<file path="src/rtl/wisc_mem_pkg.sv">
// Shared types and default sizes for the WISC-S15 memory-stage access controller.
package wisc_mem_pkg;

    localparam int unsigned DefDataW   = 16;
    localparam int unsigned DefAddrW   = 16;
    localparam int unsigned DefRdW     = 4;
    localparam int unsigned DefTimeout = 16;

    typedef enum logic [1:0] {
        StIdle,
        StBusy,
        StDone
    } mem_state_e;

endpackage

</file>
<file path="src/rtl/mem_timeout_cnt.sv">
// Watchdog counter for an outstanding data-memory access; flags expiry at TIMEOUT-1.
module mem_timeout_cnt #(
    parameter int unsigned TIMEOUT = 16
) (
    input  logic clk,
    input  logic rst_n,
    input  logic clear,
    input  logic enable,
    output logic expired
);

    localparam int unsigned CntW = $clog2(TIMEOUT);
    localparam logic [CntW-1:0] CntLast = CntW'(TIMEOUT - 1);

    logic [CntW-1:0] cnt_q;

    always_ff @(posedge clk or negedge rst_n) begin
        if (!rst_n) begin
            cnt_q <= '0;
        end else if (clear) begin
            cnt_q <= '0;
        end else if (enable && !expired) begin
            cnt_q <= cnt_q + CntW'(1);
        end
    end

    assign expired = (cnt_q == CntLast);

endmodule

</file>
<file path="src/rtl/mem_access_ctrl.sv">
// Memory-stage access controller: drives a req/ack data memory and stalls the pipeline
// until each load/store completes or the watchdog abandons it.
module mem_access_ctrl
    import wisc_mem_pkg::*;
#(
    parameter int unsigned DATA_W  = DefDataW,
    parameter int unsigned ADDR_W  = DefAddrW,
    parameter int unsigned RD_W    = DefRdW,
    parameter int unsigned TIMEOUT = DefTimeout
) (
    input  logic              clk,
    input  logic              rst_n,
    input  logic              ex_mem_read,
    input  logic              ex_mem_write,
    input  logic [ADDR_W-1:0] ex_addr,
    input  logic [DATA_W-1:0] ex_wdata,
    input  logic [RD_W-1:0]   ex_reg_rd,
    input  logic [DATA_W-1:0] ex_alu_result,
    output logic              mem_stall,
    output logic              dm_req,
    output logic              dm_we,
    output logic [ADDR_W-1:0] dm_addr,
    output logic [DATA_W-1:0] dm_wdata,
    input  logic              dm_ack,
    input  logic [DATA_W-1:0] dm_rdata,
    output logic [DATA_W-1:0] mem_read_data,
    output logic [RD_W-1:0]   reg_rd,
    output logic [DATA_W-1:0] alu_result,
    output logic              mem_err
);

    mem_state_e state_q, state_d;

    logic              we_q;
    logic [ADDR_W-1:0] addr_q;
    logic [DATA_W-1:0] wdata_q;
    logic [DATA_W-1:0] rdata_q;
    logic              err_q;

    logic req_valid;
    logic req_illegal;
    logic expired;
    logic cnt_clear;
    logic cnt_en;

    assign req_valid   = ex_mem_read ^ ex_mem_write;
    assign req_illegal = ex_mem_read & ex_mem_write;

    always_comb begin
        state_d   = state_q;
        cnt_clear = 1'b0;
        cnt_en    = 1'b0;
        mem_stall = 1'b0;
        unique case (state_q)
            StIdle: begin
                if (req_valid) begin
                    state_d   = StBusy;
                    cnt_clear = 1'b1;
                    mem_stall = 1'b1;
                end
            end
            StBusy: begin
                mem_stall = 1'b1;
                if (dm_ack || expired) begin
                    state_d = StDone;
                end else begin
                    cnt_en = 1'b1;
                end
            end
            StDone: begin
                state_d = StIdle;
            end
            default: begin
                state_d = StIdle;
            end
        endcase
        // Request inputs may be live during reset; never stall the pipeline then.
        if (!rst_n) begin
            mem_stall = 1'b0;
        end
    end

    always_ff @(posedge clk or negedge rst_n) begin
        if (!rst_n) begin
            state_q <= StIdle;
        end else begin
            state_q <= state_d;
        end
    end

    always_ff @(posedge clk or negedge rst_n) begin
        if (!rst_n) begin
            we_q    <= 1'b0;
            addr_q  <= '0;
            wdata_q <= '0;
            rdata_q <= '0;
            err_q   <= 1'b0;
        end else begin
            if (state_q == StIdle && req_valid) begin
                we_q    <= ex_mem_write;
                addr_q  <= ex_addr;
                wdata_q <= ex_wdata;
            end
            if (state_q == StBusy) begin
                if (dm_ack) begin
                    if (!we_q) begin
                        rdata_q <= dm_rdata;
                    end
                end else if (expired) begin
                    rdata_q <= '0;
                end
            end
            err_q <= (state_q == StIdle && req_illegal) ||
                     (state_q == StBusy && !dm_ack && expired);
        end
    end

    mem_timeout_cnt #(
        .TIMEOUT(TIMEOUT)
    ) u_timeout_cnt (
        .clk    (clk),
        .rst_n  (rst_n),
        .clear  (cnt_clear),
        .enable (cnt_en),
        .expired(expired)
    );

    // dm_req decodes straight from the state register so reset drops it without a clock.
    assign dm_req        = (state_q == StBusy);
    assign dm_we         = we_q;
    assign dm_addr       = addr_q;
    assign dm_wdata      = wdata_q;
    assign mem_read_data = rdata_q;
    assign mem_err       = err_q;
    assign reg_rd        = ex_reg_rd;
    assign alu_result    = ex_alu_result;

endmodule

</file>
<file path="config.mk">
export PLATFORM = sky130hd
export DESIGN_NAME = mem_access_ctrl
export DESIGN_NICKNAME = d
export VERILOG_FILES = /design/src/rtl/wisc_mem_pkg.sv /design/src/rtl/mem_timeout_cnt.sv /design/src/rtl/mem_access_ctrl.sv
export SDC_FILE = /design/constraint.sdc
export NUM_CORES = 1
export LEC_CHECK = 0
export ABC_AREA = 0
export CAP_MARGIN = 25
export CORE_MARGIN = 1
export CORE_UTILIZATION = 52
export CTS_CLUSTER_SIZE = 28
export DETAILED_ROUTE_END_ITERATION = 12
export DONT_BUFFER_PORTS = 1
export PLACE_DENSITY = 0.67
export SYNTH_ARGS = -nofsm -noshare
export SYNTH_HDL_FRONTEND = slang
export SYNTH_HIERARCHICAL = 1
export SYNTH_SLANG_ARGS = --single-unit
</file>
<file path="constraint.sdc">
create_clock -name clk -period 4.4 [get_ports clk]
set_input_delay 0.22 -clock clk [delete_from_list [all_inputs] [get_ports clk]]
set_output_delay 0.22 -clock clk [all_outputs]
set_load 0.02 [all_outputs]
</file>
==> run_results.csv <==
group,metric,value,unit
sta,slew_headroom,38.7,%
outcome,status,"completed",
sta,timing.fmax,480,MHz
cts,insertion_delay,0.31,ns
cts,ctsHtreeMaxLevel,2,
floorplan,pin_count,145,
grt,antenna_found_initial,0,
critical_path,r2r_slack,2.32,ns
logic_synthesis,ys_types,29,
detailed_routing,vias,1222,
logic_synthesis,synthesis.nets,236,
critical_path,r2r-end,"dm_addr[0]",
critical_path,path_class,"reg -> reg",
critical_path,crit_path_max_incr_delay,0.73,ns
critical_path,crit_cells,3,
final_layout,regArea,0.00140,sq mm
pwr,p_total,1.95,mW
grt,grt_pass1_wl,7030,um
cts,cts_buffers,5,
detailed_routing,avgRoutedWirePerCell,22.8,um
sta,setup_viol,0,
critical_path,cp-startpoint,"state_q[0]",
final_layout,drive_gt1_share,34.0,%
detailed_routing,first_pass_iters,4,
critical_path,critical_path_arrival,2.29,ns
floorplan,fp.dieW,69.2,um
floorplan,row_count,24,
placed_design,place_hpwl,3260,um
grt,grt-ovfl-total,0,
logic_synthesis,syn_area,0.00235,sq mm
critical_path,crit_family,"simple AND/OR/NAND/NOR gates",
floorplan,die_h,69.2,um
detailed_routing,post_drt_via_cell_ratio,6.14,
final_layout,final_util,54.9,%
sta,worstMarginPinSlew,0.915,ns
job,drv_cap,0,
critical_path,cp.required,4.60,ns
detailed_routing,drtIter0Drc,58,
critical_path,crit_path_end_kind,"register",
cts,cts_tree,"done",
critical_path,slowest_stage,"nor3b_4",
final_layout,multi_input_area,759,sq um
critical_path,cp_cell_sequence,"nor3b_4, buf_4, mux2_2",
floorplan,core,0.00435,sq mm
cts,cts.clk_slew.worst_paths,0.10,ns
final_layout,final_cells,199,
grt,grt_usage,19.7,%
sta,hold_viol,0,
grt,grt_pass1_vias,1324,
critical_path,endpoint,"dm_addr[0]",
cts,cts.path.max_buffers,2,
critical_path,startpoint_type,"register",
sta,rsz0062_at_grt,"no",
placed_design,port_buffers,0,
hold_path,min_path_type,"in -> reg",
sta,finalClockSkew,0.0115,ns
floorplan,die-area,0.00479,sq mm
critical_path,rr_startpoint,"state_q[0]",
critical_path,worstRegToRegCells,3,
logic_synthesis,seq_area_frac_synth,59.7,%
final_layout,area_growth,1.76,%
pwr,ir_worst_vdd,399,uV
floorplan,initial_core_util,53.9,%
logic_synthesis,synth-seq-cells,56,
logic_synthesis,syn_area_per_cell,14.6,sq um
pwr,power_density,814,mW/mm^2
cts,cts_setup_buffers,0,
critical_path,crit_fanout,21,
final_layout,final_nets,221,
detailed_routing,drc_errors,0,
sta,fin_crit_sh,47.3,%
sta,tns,0,ns
detailed_routing,routed_wl,4540,um
sta,layout_min_cycle_time,2.08,ns
sta,maxSlewViolCount,0,
detailed_routing,ant_nets,0,
logic_synthesis,ys_warn_count,6,
cts,cts_root_buf,"clkbuf_8",
cts,clock-sinks,56,
final_layout,fillers,337,
placed_design,place_inst,189,
grt,grt_max_degree,57,
pwr,leakagePower,1.04,nW
logic_synthesis,synthCells,161,
critical_path,path_buf_inv,1,
placed_design,gp_congestion,0.710,
final_layout,antennaDiodeCount,0,
where the power goes:
part	internal, mW	switching [mW]
registers	0.743	0.444
clock network	0.172	0.170
logic	0.247	0.170
routing by layer:
metal / global-route usage (%) / vias up / wire [um]
met1: 19.8 / 600 / 1520
li1: - / 515 / -
met2: 32.6 / 77 / 2330
met4: 16.3 / 0 / 329
met5: 0 / - / 0
met3: 7.12 / 30 / 363
worst min path at each step:
| stage | startpoint | end | depth (start not counted) |
|---|---|---|---|
| 2_1_floorplan | rst_n | dm_addr[0] | 0 |
| 3_3_place_gp | rst_n | dm_wdata[10] | 0 |
| 3_5_place_dp | rst_n | dm_wdata[10] | 0 |
| 4_1_cts | dm_rdata[14] | mem_read_data[14] | 1 |
| 5_1_grt | dm_rdata[8] | mem_read_data[8] | 1 |
| 6_report | dm_rdata[14] | mem_read_data[14] | 1 |
kinds of logic (layout without fill, tap and decap cells):
logic type,count (synthesis),count (layout),share of synthesized area [%]
flip-flops,56,56,59.7
adder cells (fa/ha/maj),2,2,1.07
AO/OA/AOI/OAI,21,21,7.56
multiplexers,35,35,16.9
AND/OR/NAND/NOR,21,21,6.82
buffers and inverters,26,12,7.99
through the flow:
stage,instance area (sq um),setup WS [ns],hold WS (ns)
6_report,2390,2.32,0.0302
5_1_grt,2390,2.18,0.0124
4_1_cts,2390,2.29,0.0170
3_5_place_dp,2240,2.24,-0.0749
3_3_place_gp,2240,2.31,-0.0745
2_1_floorplan,2350,2.67,-0.0756
placed cells by master, fill, tap and decap left out, types with 2 or more instances in the layout:
cell,synthesis,routed
dfrtp_1,56,56
nand2b_1,3,3
a21oi_1,3,3
nor2_1,4,4
mux2_1,2,2
clkbuf_8,0,5
nor3_1,2,2
a22o_1,16,16
ha_1,2,2
mux2_2,31,31
flip-flops by register name, summed over array words and instances (netlist names):
register and flops:
mem_err 1, mem_read_data 16, state_q 2, u_timeout_cnt/cnt_q 4, dm_we 1, dm_wdata 16
dm_addr 16
final cells by class:
cell class	instances	area share (%)
Clock inverter	3	1.94
Tap cell	52	2.72
Sequential cell	56	58.6
Inverter	1	0.157
Multi-Input combinational cell	79	31.8
Clock buffer	5	2.88
Timing Repair Buffer	3	1.88
timing repair:
item                       4_1_cts  5_1_grt
hold endpoints to repair        56        0
hold buffers                     2        0
resized for setup                0        0
setup endpoints to repair        0        0
synth_stat cells, drive strengths merged:
| cell type | count | area share, % |
|---|---|---|
| mux2i | 1 | 0.43 |
| nor2b | 2 | 0.85 |
| a22o | 16 | 6.0 |
| and3 | 1 | 0.48 |
| buf | 25 | 7.8 |
| nand2b | 4 | 1.2 |
| mux2 | 34 | 16 |
| a21oi | 3 | 0.64 |
| dfrtp | 56 | 60 |
| nor2 | 4 | 0.64 |
| nand4 | 1 | 0.27 |
| or2 | 2 | 0.53 |
| o21ai | 1 | 0.21 |
| nor3 | 2 | 0.43 |
| ha | 2 | 1.1 |
| and4b | 1 | 0.48 |
| nor3b | 3 | 1.7 |
| inv | 1 | 0.16 |
| a211o | 1 | 0.75 |
| nand3b | 1 | 0.32 |
No activity file was read; power rests on OpenSTA's default activity.
